$ cat src/rtl/rocc_pkg.sv
// rocc_pkg -- shared types and constants for the RoCC command queue.
//   rocc_cmd_t : one stored command (funct, masked rs1/rs2, rd, xd).
//   CUSTOM0..3 : RISC-V custom opcode space.
// Operand fields are sized to ROCC_XLEN. Narrower WIDTH instances zero-extend
// on write, so the upper storage bits are constant and trim away.
package rocc_pkg;
  localparam int ROCC_XLEN = 64;

  localparam logic [6:0] CUSTOM0 = 7'b0001011;
  localparam logic [6:0] CUSTOM1 = 7'b0101011;
  localparam logic [6:0] CUSTOM2 = 7'b1011011;
  localparam logic [6:0] CUSTOM3 = 7'b1111011;

  typedef struct packed {
    logic [6:0]           funct;
    logic [ROCC_XLEN-1:0] rs1;
    logic [ROCC_XLEN-1:0] rs2;
    logic [4:0]           rd;
    logic                 xd;
  } rocc_cmd_t;
endpackage

$ cat src/rtl/rocc_cmd_queue_if.sv
// rocc_cmd_queue_if -- storage-side bundle between the queue front end
// (master) and rocc_sync_fifo (slave).
//   push/wdata : write request; ignored by the FIFO while full
//   pop        : read request; ignored by the FIFO while empty
//   rdata      : head entry (raw storage, not zeroed)
//   count      : occupancy 0..DEPTH
//   full/empty : decoded from the registered count
interface rocc_cmd_queue_if #(
  parameter int W     = 8,
  parameter int DEPTH = 4
);
  localparam int CW = $clog2(DEPTH) + 1;

  logic          push;
  logic [W-1:0]  wdata;
  logic          pop;
  logic [W-1:0]  rdata;
  logic [CW-1:0] count;
  logic          full;
  logic          empty;

  modport master (output push, wdata, pop, input rdata, count, full, empty);
  modport slave  (input push, wdata, pop, output rdata, count, full, empty);
endinterface

$ cat src/rtl/rocc_sync_fifo.sv
// rocc_sync_fifo -- synchronous FIFO, DEPTH entries of W bits.
//   clock : rising-edge clock
//   reset : synchronous active-high; clears pointers and count only
//   f     : rocc_cmd_queue_if slave port (push/pop/rdata/count/full/empty)
// Push and pop in the same cycle are legal whenever not full / not empty.
// The full check uses registered count, so a pop does not free a slot for a
// push in the same cycle.
module rocc_sync_fifo #(
  parameter int W     = 8,
  parameter int DEPTH = 4
) (
  input logic             clock,
  input logic             reset,
  rocc_cmd_queue_if.slave f
);
  localparam int AW = $clog2(DEPTH);
  localparam int CW = AW + 1;

  logic [W-1:0]  r_mem [DEPTH];
  logic [AW-1:0] r_wptr, r_rptr;
  logic [CW-1:0] r_count;
  logic          w_push, w_pop;

  assign w_push = f.push && !f.full;
  assign w_pop  = f.pop && !f.empty;

  // DEPTH is a power of two, so pointer increments wrap DEPTH-1 -> 0 naturally.
  always_ff @(posedge clock) begin
    if (reset) begin
      r_wptr  <= '0;
      r_rptr  <= '0;
      r_count <= '0;
    end else begin
      if (w_push) r_wptr <= r_wptr + AW'(1);
      if (w_pop)  r_rptr <= r_rptr + AW'(1);
      r_count <= r_count + CW'(w_push) - CW'(w_pop);
    end
  end

  // Storage is not reset; a push during reset is dropped.
  always_ff @(posedge clock) begin
    if (w_push && !reset) r_mem[r_wptr] <= f.wdata;
  end

  assign f.rdata = r_mem[r_rptr];
  assign f.count = r_count;
  assign f.full  = (r_count == CW'(DEPTH));
  assign f.empty = (r_count == '0);
endmodule

$ cat src/rtl/rocc_cmd_queue.sv
// rocc_cmd_queue -- RoCC command queue between the core and an accelerator.
//   clock, reset           : rising-edge clock, synchronous active-high reset
//   i_cmd_* / o_cmd_ready  : core command handshake and fields
//   o_acc_* / i_acc_ready  : head command toward the accelerator
//   i_acc_busy / o_busy    : busy = queue non-empty or accelerator busy
//   o_count                : registered occupancy
//   o_drop                 : one-cycle pulse after a non-matching opcode is consumed
// Matching commands are stored with masked operands. Non-matching commands
// are acknowledged and discarded. Head outputs read zero while empty.
module rocc_cmd_queue
  import rocc_pkg::*;
#(
  parameter int         WIDTH  = 64,
  parameter int         DEPTH  = 4,
  parameter logic [6:0] OPCODE = CUSTOM0
) (
  input  logic                     clock,
  input  logic                     reset,
  input  logic                     i_cmd_valid,
  output logic                     o_cmd_ready,
  input  logic [6:0]               i_cmd_bits_inst_opcode,
  input  logic [6:0]               i_cmd_bits_inst_funct,
  input  logic [WIDTH-1:0]         i_cmd_bits_rs1,
  input  logic                     i_cmd_bits_inst_xs1,
  input  logic [WIDTH-1:0]         i_cmd_bits_rs2,
  input  logic                     i_cmd_bits_inst_xs2,
  input  logic [4:0]               i_cmd_bits_inst_rd,
  input  logic                     i_cmd_bits_inst_xd,
  output logic                     o_acc_valid,
  input  logic                     i_acc_ready,
  output logic [6:0]               o_acc_funct,
  output logic [WIDTH-1:0]         o_acc_rs1,
  output logic [WIDTH-1:0]         o_acc_rs2,
  output logic [4:0]               o_acc_rd,
  output logic                     o_acc_xd,
  input  logic                     i_acc_busy,
  output logic                     o_busy,
  output logic [$clog2(DEPTH):0]   o_count,
  output logic                     o_drop
);
  rocc_cmd_queue_if #(.W($bits(rocc_cmd_t)), .DEPTH(DEPTH)) u_fif ();

  logic      w_enq, w_match;
  logic      r_drop;
  rocc_cmd_t w_wcmd, w_rcmd;

  // Ready depends only on registered count, never on i_acc_ready.
  assign o_cmd_ready = !u_fif.full;
  assign w_enq       = i_cmd_valid && o_cmd_ready;
  assign w_match     = (i_cmd_bits_inst_opcode == OPCODE);

  always_comb begin
    w_wcmd       = '0;
    w_wcmd.funct = i_cmd_bits_inst_funct;
    w_wcmd.rs1   = i_cmd_bits_inst_xs1 ? ROCC_XLEN'(i_cmd_bits_rs1) : '0;
    w_wcmd.rs2   = i_cmd_bits_inst_xs2 ? ROCC_XLEN'(i_cmd_bits_rs2) : '0;
    w_wcmd.rd    = i_cmd_bits_inst_rd;
    w_wcmd.xd    = i_cmd_bits_inst_xd;
  end

  assign u_fif.push  = w_enq && w_match;
  assign u_fif.wdata = w_wcmd;
  assign u_fif.pop   = i_acc_ready;  // the FIFO ignores a pop while empty
  assign w_rcmd      = u_fif.rdata;

  rocc_sync_fifo #(.W($bits(rocc_cmd_t)), .DEPTH(DEPTH)) u_fifo (
    .clock (clock),
    .reset (reset),
    .f     (u_fif.slave)
  );

  always_ff @(posedge clock) begin
    if (reset) r_drop <= 1'b0;
    else       r_drop <= w_enq && !w_match;
  end

  // The head is zeroed while empty, so stale storage never leaks out.
  assign o_acc_valid = !u_fif.empty;
  assign o_acc_funct = o_acc_valid ? w_rcmd.funct : '0;
  assign o_acc_rs1   = o_acc_valid ? WIDTH'(w_rcmd.rs1) : '0;
  assign o_acc_rs2   = o_acc_valid ? WIDTH'(w_rcmd.rs2) : '0;
  assign o_acc_rd    = o_acc_valid ? w_rcmd.rd : '0;
  assign o_acc_xd    = o_acc_valid && w_rcmd.xd;

  assign o_busy  = o_acc_valid || i_acc_busy;
  assign o_count = u_fif.count;
  assign o_drop  = r_drop;
endmodule

$ cat config.mk
export PLATFORM = sky130hd
export DESIGN_NAME = rocc_cmd_queue
export DESIGN_NICKNAME = d
export VERILOG_FILES = /design/src/rtl/rocc_pkg.sv /design/src/rtl/rocc_cmd_queue_if.sv /design/src/rtl/rocc_sync_fifo.sv /design/src/rtl/rocc_cmd_queue.sv
export SDC_FILE = /design/constraint.sdc
export NUM_CORES = 1
export LEC_CHECK = 0
export CORE_UTILIZATION = 50
export DETAILED_ROUTE_END_ITERATION = 10
export PLACE_DENSITY = 0.81
export RECOVER_POWER = 25
export SETUP_SLACK_MARGIN = 0.15
export SLEW_MARGIN = 10
export SYNTH_ARGS = -nofsm -noshare
export SYNTH_HDL_FRONTEND = slang
export SYNTH_HIERARCHICAL = 1
export SYNTH_SLANG_ARGS = --single-unit
$ cat constraint.sdc
create_clock -name clock -period 39.8 [get_ports clock]
set_clock_uncertainty 0.2 [all_clocks]
set_input_delay 9.95 -clock clock [delete_from_list [all_inputs] [get_ports clock]]
set_output_delay 9.95 -clock clock [all_outputs]
set_load 0.02 [all_outputs]
==> results of run 1 <==
-- per-stage QoR --
step                      setup WS (ns)  utilization, %  total power, mW
after floorplan                   17.57               -             1.03
after global placement            18.52            59.1             1.26
after detailed placement          18.54            59.1             1.26
after CTS                         18.54            63.2             1.79
after global routing              18.51            63.2             1.84
final                             18.55            63.2             1.77
-- cells in the final DEF, fill, tap and decap left out, drive strengths merged, types with 4 or more instances in the layout --
cell	n
edfxtp	564
clkdlybuf4s50	286
mux4	141
and2	129
nor2b	118
clkbuf	70
clkinv	26
and2b	24
buf	15
dlygate4sd3	14
dfxtp	10
inv	8
bufinv	8
ha	6
nor3b	6
nand2b	5
nor2	4
-- critical path, delay by kind of cell --
kind	cells	cell delay [ns]
buffers and inverters	2	1.06
AND/OR/NAND/NOR	1	0.10
-- registers in the layout, summed over array words and instances (netlist names), named ones only --
| name | flops |
|---|---|
| o_drop | 1 |
| u_fifo/r_mem | 564 |
| u_fifo/f.count | 3 |
| u_fifo/r_wptr | 2 |
| u_fifo/r_rptr | 2 |
-- cell families (layout without fill, tap and decap cells) --
| kind of cell | Yosys count | after routing |
|---|---|---|
| compound gates | 6 | 6 |
| buf+inv | 69 | 427 |
| simple gates | 294 | 294 |
| flops | 574 | 574 |
| xor+xnor | 2 | 2 |
| mux | 142 | 142 |
| other cells | 0 | 1 |
| fa+ha+maj | 7 | 7 |
-- how the worst max path moves through the flow --
stage / start / endpoint / depth (start not counted)
after floorplan: i_cmd_bits_inst_opcode[5] / u_fifo/r_mem[0][0] / 5
final: i_acc_busy / o_busy / 3
after detailed placement: i_acc_busy / o_busy / 3
after global placement: i_acc_busy / o_busy / 3
after global routing: i_acc_busy / o_busy / 3
after CTS: i_acc_busy / o_busy / 3
-- layout make-up --
| class | instances | area share, % |
|---|---|---|
| tap | 592 | 2.63 |
| inverter | 8 | 0.107 |
| multi-input combinational | 451 | 18.6 |
| antenna | 1 | 0.00889 |
| timing repair buffer | 317 | 11.2 |
| clock buffer | 68 | 5.22 |
| sequential | 574 | 60.9 |
| clock inverter | 34 | 1.29 |
-- where the power goes --
group / internal (mW) / switching, mW
sequential: 0.667 / 0.0106
combinational: 0.275 / 0.292
clock: 0.313 / 0.211
total: 1.25 / 0.514
-- metal layers --
| layer | part of all wire [%] | routed length [um] | vias to the layer above |
|---|---|---|---|
| li1 | - | - | 4946 |
| met1 | 41 | 18200 | 5740 |
| met2 | 49 | 21800 | 397 |
| met3 | 7.9 | 3530 | 72 |
| met4 | 2.2 | 995 | 2 |
| met5 | 0.025 | 11 | - |
==> run summary, run 1 <==
Vias -> 11200
Wire per inst -> 21.8 um
CP max stage delay -> 0.62 ns
Largest net degree at the start of global routing -> 142
Top_reg_cell synth -> edfxtp_1
Max Freq -> 47.0 MHz
Static leakage -> 8.91 nW
CP Class -> input pin to output pin
Post-Synth Adder-Cell Area -> 0.419%
# fillers -> 3039
Hold Path Stages -> 2
# hold bufs at CTS -> 0
Pre-antenna DRT Iters -> 5
Die height -> 215 um
Cell Area, Placed -> 0.0263 mm^2
M3 GR Usage -> 5.15%
Initial Util -> 51.0%
CTS Buffer Depth -> 3
Total GRT Usage -> 19.6%
RR Startpoint -> u_fifo/f.count[1]
Hold wc startpoint -> u_fifo/r_rptr[1]
Port-buffer cells -> 302
Cell Chain, Critical Path -> clkdlybuf4s50_1 -> nand2b_1 -> clkdlybuf4s50_1
Core area -> 0.0445 mm^2
Inserted Clock Buffers -> 56
Setup_tns -> 0 ns
Post-synthesis mux area share -> 14.0%
Failing checks -> capacitance limit, slew limit
WP data required -> 29.65 ns
Synth top area share -> 74.6%
Post-Synth XOR/XNOR Area -> 0.0772%
Synth warn -> 6
Pwr Density -> 62.9 mW/mm^2
Post-synth EDFFs -> 564
Reg2reg setup slack -> 36.38 ns
Fin crit period -> 21.25 ns
RSZ-0062 raised after global routing -> false
Clk sink count -> 574
I/O pin cnt -> 303
DIE AREA -> 0.0463 mm^2
Yosys reg bits -> 574
Slowest stage cell, crit path -> clkdlybuf4s50_1
Unique cell type count in the Yosys netlist -> 29
Nets -> 1570
Main combinational cell family by area after synthesis -> multiplexers
Seq. cell area -> 0.0171 mm^2
GPL Wtd Cong -> 0.717
Area of the multi-input gates -> 0.00523 mm^2
Layout Cells excl Fill -> 2045
Synth Area in Compound Gates -> 0.160%
Clk_lat worst skew -> 0.57 ns
Post-synthesis simple-gate area fraction -> 8.24%
Post-Synthesis Net Count -> 1256
R2R depth -> 7
Number of max-cap violations -> 2
RR Endpoint -> u_fifo/r_mem[0][109]
Hold WS -> 0.285 ns
Post-placement cell count -> 1942
Antenna violations before repair -> 2
Cts repair resizes -> 0
Vias/cell -> 5.46
CP startpoint kind -> input pin
# rows -> 77
Post-synth top area cell -> edfxtp_1
Share of post-route cells with drive strength above 1 -> 16.7%
Post-route cell area -> 0.0281 mm^2
Area Growth Syn to Fin -> 23.9%
Die width -> 215 um
Status -> finished, violations left
Top post-synthesis cells by area -> edfxtp_1, mux4_2, and2_1
Crit-path max FO -> 1
Worst hold path class -> flip-flop to flip-flop
Postcts setup bufs -> 0
Synthesized area per cell -> 20.8 um^2
Total gr overflow -> 0
Cell at the root of the clock tree -> clkbuf_16
Number of global-route vias before repair -> 12000
Max_slew headroom -> -96.4%
Most numerous cell in the Yosys netlist -> edfxtp_1
Post-route ant nets -> 0
Worst setup EP type -> output pin
Global routing usage on met1 -> 25.5%
Arr. time, crit path -> 11.10 ns
Met2 usage in global routing -> 32.3%
Hold Vio Cnt, Final -> 0
Grt peak-use layer -> met2
Slew @ Worst Pin -> 2.95 ns
Post-Syn Instances -> 1094
Final setup fails -> 0
Seq/Total Area, Yosys -> 75.5%
Post-Route WL -> 44500 um
First-pass GRT wire length -> 68600 um
Post-Syn Area -> 0.0227 mm^2
Number of DRC markers in iteration 0 -> 791
Tcrit/Tclk final -> 53.4%
VDD IR max -> 0.0470 mV
Post-synth top cells -> edfxtp_1, mux4_2, and2_1
Ys async rst share -> 0%
Critical path's most frequent cell -> clkdlybuf4s50_1
CTS tree -> done
Residual DRC count -> 0
Final Max Tran Viols -> 130
Clk slew on worst S/H paths -> 0.06 ns
H-tree levels -> 2
Post-detail-place hpwl -> 24500 um
No activity file was read; power rests on OpenSTA's default activity.
==> inputs of run 2 (changes only) <==
--- a/config.mk
+++ b/config.mk
@@ -7,7 +7,7 @@
 export LEC_CHECK = 0
 export CORE_UTILIZATION = 50
 export DETAILED_ROUTE_END_ITERATION = 10
-export PLACE_DENSITY = 0.81
+export PLACE_DENSITY = 0.83
 export RECOVER_POWER = 25
 export SETUP_SLACK_MARGIN = 0.15
 export SLEW_MARGIN = 10
==> constraint.sdc (replaced) <==
create_clock -name clock -period 17.6 [get_ports clock]
set_clock_uncertainty 0.2 [all_clocks]
set_input_delay 4.4 -clock clock [delete_from_list [all_inputs] [get_ports clock]]
set_output_delay 4.4 -clock clock [all_outputs]
set_load 0.02 [all_outputs]
==> run 2 against run 1 <==
The run still ends with capacitance limit, slew limit left. Die area unchanged. Clock power up 140%. Critical endpoint unchanged. Via count up 1.1%. Total power up 130%. First-iteration DRC count down 0.63%. Final cell count unchanged. Critical path type unchanged. Register-to-register slack worse by 22 ns. Design area up 0.30%. Wire length up 2.0%. Core utilization up 0.19 points. Highest routed layer unchanged.
==> run summary, run 2 (synthesis gave the netlist of run 1 again) <==
Status -> finished, violations left
Failing checks -> capacitance limit, slew limit
Commonest non-fill, non-tap cell in the layout -> edfxtp_1
Layout Cells excl Fill -> 2045 (unchanged)
Max Freq -> 98.4 MHz
CP Class -> input pin to output pin
CTS tree -> done
Max_slew headroom -> -103% (-6.9 points)
Slew @ Worst Pin -> 3.05 ns (+0.104 ns)
Worst setup EP type -> output pin
Max reg flops -> 564 (unchanged)
First-pass GRT wire length -> 70300 um (+2.5%)
Post-route cell area -> 0.0282 mm^2 (+0.30%)
Postcts setup bufs -> 0 (unchanged)
Slowest stage cell, crit path -> clkdlybuf4s50_1
Top delay family on crit path -> buffers and inverters
I/O pin cnt -> 303 (unchanged)
Number of diodes -> 0 (-1)
Number of DRC markers in iteration 0 -> 786 (-0.63%)
Area Growth Syn to Fin -> 24.3%
Antenna violations before repair -> 6 (+4)
Core area -> 0.0445 mm^2 (unchanged)
Hold Vio Cnt, Final -> 0 (unchanged)
Setup ws final -> 7.44 ns (-11.10 ns)
Design Power -> 4.05 mW (+130%)
Setup_tns -> 0 ns (unchanged)
Residual DRC count -> 0 (unchanged)
Total GRT Usage -> 19.9% (+0.38 points)
Post-placement cell count -> 1939 (-0.15%)
Wire per inst -> 22.2 um (+2.0%)
Total gr overflow -> 0 (unchanged)
Clk slew on worst S/H paths -> 0.06 ns (about the same)
Final setup fails -> 0 (unchanged)
Final core utilization -> 63.4% (+0.19 points)
Post-detail-place hpwl -> 24800 um (+1.2%)
Initial Util -> 51.0% (unchanged)
VDD IR max -> 0.117 mV (+150%)
Nets -> 1568 (-0.13%)
Critical path's most frequent cell -> clkdlybuf4s50_1
Tcrit/Tclk final -> 57.7%
Port-buffer cells -> 302 (unchanged)
DIE AREA -> 0.0463 mm^2 (unchanged)
Vias/cell -> 5.52 (+1.1%)
Pwr Density -> 143 mW/mm^2 (+130%)
Hold WS -> 0.296 ns (+0.0104 ns)
CP max stage delay -> 0.61 ns (about the same)
Number of global-route vias before repair -> 12400 (+3.0%)
Cts repair resizes -> 0 (unchanged)
Pre-antenna DRT Iters -> 5 (unchanged)
Die width -> 215 um (unchanged)
Post-route ant nets -> 0 (unchanged)
# hold bufs at CTS -> 0 (unchanged)
Fin crit period -> 10.16 ns
Crit-path max FO -> 1 (unchanged)
Worst hold path class -> flip-flop to flip-flop
CP startpoint kind -> input pin
Cell at the root of the clock tree -> clkbuf_16
Worst slack, placed -> 7.44 ns (-11.10 ns)
Static leakage -> 8.94 nW (+0.35%)
Arr. time, crit path -> 5.56 ns (-5.54 ns)
Most flop-heavy register -> u_fifo/r_mem
Clk_lat worst skew -> 0.58 ns (about the same)
H-tree levels -> 2 (unchanged)
Vias -> 11300 (+1.1%)
Number of max-cap violations -> 2 (unchanged)
WP data required -> 13.00 ns (-16.65 ns)
# fillers -> 3017 (-0.72%)
Die height -> 215 um (unchanged)
Cell Area, Placed -> 0.0263 mm^2 (about the same)
Cell Chain, Critical Path -> clkdlybuf4s50_1 -> nand2b_1 -> clkdlybuf4s50_1
Most frequent cells in the layout -> edfxtp_1, clkdlybuf4s50_1, mux4_2, nor2b_1, and2_0
Largest net degree at the start of global routing -> 142 (unchanged)
Reg2reg setup slack -> 14.36 ns (-22.02 ns)
CTS Buffer Depth -> 3 (unchanged)
Share of post-route cells with drive strength above 1 -> 17.0% (+0.26 points)
# rows -> 77 (unchanged)
Final Max Tran Viols -> 130 (unchanged)
Clk sink count -> 574 (unchanged)
Inserted Clock Buffers -> 57 (+1.8%)
CP Buf/Inv Count -> 2 (unchanged)
RSZ-0062 raised after global routing -> false
Post-Route WL -> 45400 um (+2.0%)
GPL Wtd Cong -> 0.721 (+0.56%)
## run 2: routing by layer
layer / GRT usage, % / vias to the layer above / wire, um / part of all wire, %
met2: 34.1 / 429 / 22900 / 50
met3: 4.71 / 79 / 3360 / 7.4
met1: 25.4 / 5815 / 18100 / 40
met5: 0 / - / 55 / 0.12
met4: 6.10 / 8 / 918 / 2.0
li1: - / 4949 / - / -
## run 2: area by class of cell
type                    instances  area [um^2]  area share (%)
repair buffers                314         3150            11.2
flip-flops and latches        574        17100            60.8
multi-input cells             451         5230            18.5
clock buffers                  67         1510            5.34
inverters                       8         30.0           0.106
clock inverters                39          422            1.49
well taps                     592          741            2.62
## run 2: worst paths after layout
check	from	to	cells after the start
worst max-delay path	i_acc_busy	o_busy	3
worst min-delay path	u_fifo/r_rptr[1]	flip-flop	2
worst min register to register	u_fifo/r_rptr[1]	flip-flop	2
worst max register to register	u_fifo/f.count[1]	u_fifo/r_mem[1][127]	6
## run 2: report_power, final
group	total (mW)	internal (mW)	switching [mW]
clock network	1.23	0.741	0.494
logic	1.28	0.623	0.657
registers	1.53	1.51	0.0244
total	4.05	2.87	1.18
## run 2: worst min-delay path: stages, from the launching register on
cell,delay (ns)
dfxtp_1,0.30
o21ai_0,0.07
a21oi_1,0.08
==> inputs of run 3 (changes only) <==
--- a/config.mk
+++ b/config.mk
@@ -7,7 +7,7 @@
 export LEC_CHECK = 0
 export CORE_UTILIZATION = 50
 export DETAILED_ROUTE_END_ITERATION = 10
-export PLACE_DENSITY = 0.83
+export PLACE_DENSITY = 0.81
 export RECOVER_POWER = 25
 export SETUP_SLACK_MARGIN = 0.15
 export SLEW_MARGIN = 10
==> constraint.sdc (replaced) <==
create_clock -name clock -period 10.55 [get_ports clock]
set_clock_uncertainty 0.2 [all_clocks]
set_input_delay 2.6375 -clock clock [delete_from_list [all_inputs] [get_ports clock]]
set_output_delay 2.6375 -clock clock [all_outputs]
set_load 0.02 [all_outputs]
==> run 3 against run 2 <==
Wire length barely moved. Register-to-register slack got worse by 6.9 ns. Combinational power rose by 67%. Worst hold slack improved by 0.027 ns. Critical endpoint is now o_acc_rs1[27]. Flip-flop and latch count did not move. Clock power rose by 62%. Worst setup slack got worse by 3.8 ns. Die area did not move. The run still ends with capacitance limit, slew limit left.
==> run summary, run 3 (synthesis gave the netlist of run 1 again) <==
Status -> finished, violations left
Failing checks -> capacitance limit, slew limit
Share of post-route cells with drive strength above 1 -> 17.0% (+0.045 points)
Largest net degree at the start of global routing -> 142 (unchanged)
Port-buffer cells -> 302 (unchanged)
CTS tree -> done
Hold Path Stages -> 2 (unchanged)
Max reg flops -> 564 (unchanged)
Die width -> 215 um (unchanged)
Post-detail-place hpwl -> 25200 um (+1.9%)
Number of global-route vias before repair -> 11800 (-4.4%)
Cell Area, Placed -> 0.0263 mm^2 (about the same)
Post-Route WL -> 45400 um (about the same)
DIE AREA -> 0.0463 mm^2 (unchanged)
Vias -> 11300 (+0.35%)
Nets -> 1569 (+0.064%)
Global routing usage on met1 -> 27.7% (+2.3 points)
Total gr overflow -> 0 (unchanged)
Inserted Clock Buffers -> 57 (unchanged)
Tcrit/Tclk final -> 65.5%
Wire per inst -> 22.2 um (about the same)
Antenna violations before repair -> 5 (-1)
I/O pin cnt -> 303 (unchanged)
M3 GR Usage -> 4.20% (-0.51 points)
R2R depth -> 6 (unchanged)
Clk_lat worst skew -> 0.58 ns (about the same)
CP startpoint kind -> flip-flop
Residual DRC count -> 0 (unchanged)
Design Power -> 6.69 mW (+65%)
GPL Wtd Cong -> 0.732 (+1.6%)
Number of max-cap violations -> 2 (unchanged)
Arr. time, crit path -> 4.07 ns (-1.49 ns)
CTS Buffer Depth -> 3 (unchanged)
Max_slew headroom -> -93.2% (+10 points)
VDD IR max -> 0.174 mV (+49%)
Number of DRC markers in iteration 0 -> 875 (+11%)
Slew @ Worst Pin -> 2.90 ns (-0.153 ns)
Clk slew on worst S/H paths -> 0.06 ns (about the same)
WP data required -> 7.71 ns (-5.29 ns)
Cts repair resizes -> 0 (unchanged)
H-tree levels -> 2 (unchanged)
First-pass GRT wire length -> 69400 um (-1.3%)
Core area -> 0.0445 mm^2 (unchanged)
Die height -> 215 um (unchanged)
Crit-path max FO -> 34 (+33)
Worst hold path class -> flip-flop to flip-flop
Pwr Density -> 238 mW/mm^2 (+66%)
Initial Util -> 51.0% (unchanged)
Static leakage -> 8.92 nW (-0.30%)
Vias/cell -> 5.53 (+0.21%)
Max Freq -> 145 MHz
Hold WS -> 0.323 ns (+0.0272 ns)
Final Max Tran Viols -> 130 (unchanged)
Post-route cell area -> 0.0282 mm^2 (-0.20%)
Post-placement cell count -> 1940 (+0.052%)
# hold bufs at CTS -> 0 (unchanged)
Hold Vio Cnt, Final -> 0 (unchanged)
Most flop-heavy register -> u_fifo/r_mem
Post-route ant nets -> 0 (unchanged)
Pre-antenna DRT Iters -> 5 (unchanged)
CP Class -> flip-flop to output pin
Cell at the root of the clock tree -> clkbuf_16
# rows -> 77 (unchanged)
Met2 usage in global routing -> 31.9% (-2.3 points)
Total GRT Usage -> 19.8% (-0.16 points)
Grt peak-use layer -> met2
Commonest non-fill, non-tap cell in the layout -> edfxtp_1
Final setup fails -> 0 (unchanged)
RSZ-0062 raised after global routing -> false
Most frequent cells in the layout -> edfxtp_1, clkdlybuf4s50_1, mux4_2, nor2b_1, and2_0
Worst setup EP type -> output pin
Area Growth Syn to Fin -> 24.0%
Postcts setup bufs -> 0 (unchanged)
Clk sink count -> 574 (unchanged)
Layout Cells excl Fill -> 2048 (+0.15%)
Fin crit period -> 6.91 ns
==> run 3: changes by cell type in the layout (fill, tap and decap cells not counted), sizes merged <==
cell    delta
clkinv     -2
inv        +2
clkbuf     +4
buf        +1
diode      +1
bufinv     -3
==> run 3: path summary, 6_finish.rpt <==
path,slack [ns],to,start
max,3.64,o_acc_rs1[27],flip-flop
min,0.32,flip-flop,u_fifo/r_rptr[1]
max reg2reg,7.45,u_fifo/r_mem[1][113],u_fifo/f.count[1]
min reg2reg,0.32,flip-flop,u_fifo/r_rptr[1]
==> run 3: layer usage <==
| layer | share of wire [%] | up-vias |
|---|---|---|
| li1 | - | 4950 |
| met4 | 1.7 | 2 |
| met5 | 0.029 | - |
| met3 | 7.3 | 65 |
| met2 | 49 | 457 |
| met1 | 42 | 5846 |
==> run 3: stage by stage <==
stage / setup TNS [ns] / utilization, % / setup WS, ns
finish: 0 / 63.3 / 3.64
global route: 0 / 63.3 / 3.31
CTS: 0 / 63.3 / 3.48
detailed placement: 0 / 59.1 / 3.93
global placement: 0 / 59.1 / 3.90
floorplan: -2463.01 / - / -4.37
==> run 3: critical path: stages (launching register included) <==
cell             delay, ns
dfxtp_4               0.75
buf_4                 0.69
buf_4                 0.62
mux4_2                0.59
nor2b_1               0.17
clkdlybuf4s50_1       0.59
==> run 3: where the power goes <==
part | leakage [nW] | internal, mW | switching, mW
clock network | 0.914 | 1.17 | 0.822
registers | 5.22 | 2.51 | 0.0455
logic | 2.78 | 1.04 | 1.10
total | 8.92 | 4.72 | 1.97
==> run 3: area by class of cell <==
type	instances	area (um^2)
fill	3040	16300
clock inverter	36	338
clock buffer	71	1520
timing repair buffer	315	3150
antenna	1	2.50
inverter	8	30.0
tap	592	741
multi-input combinational	451	5230
sequential	574	17100
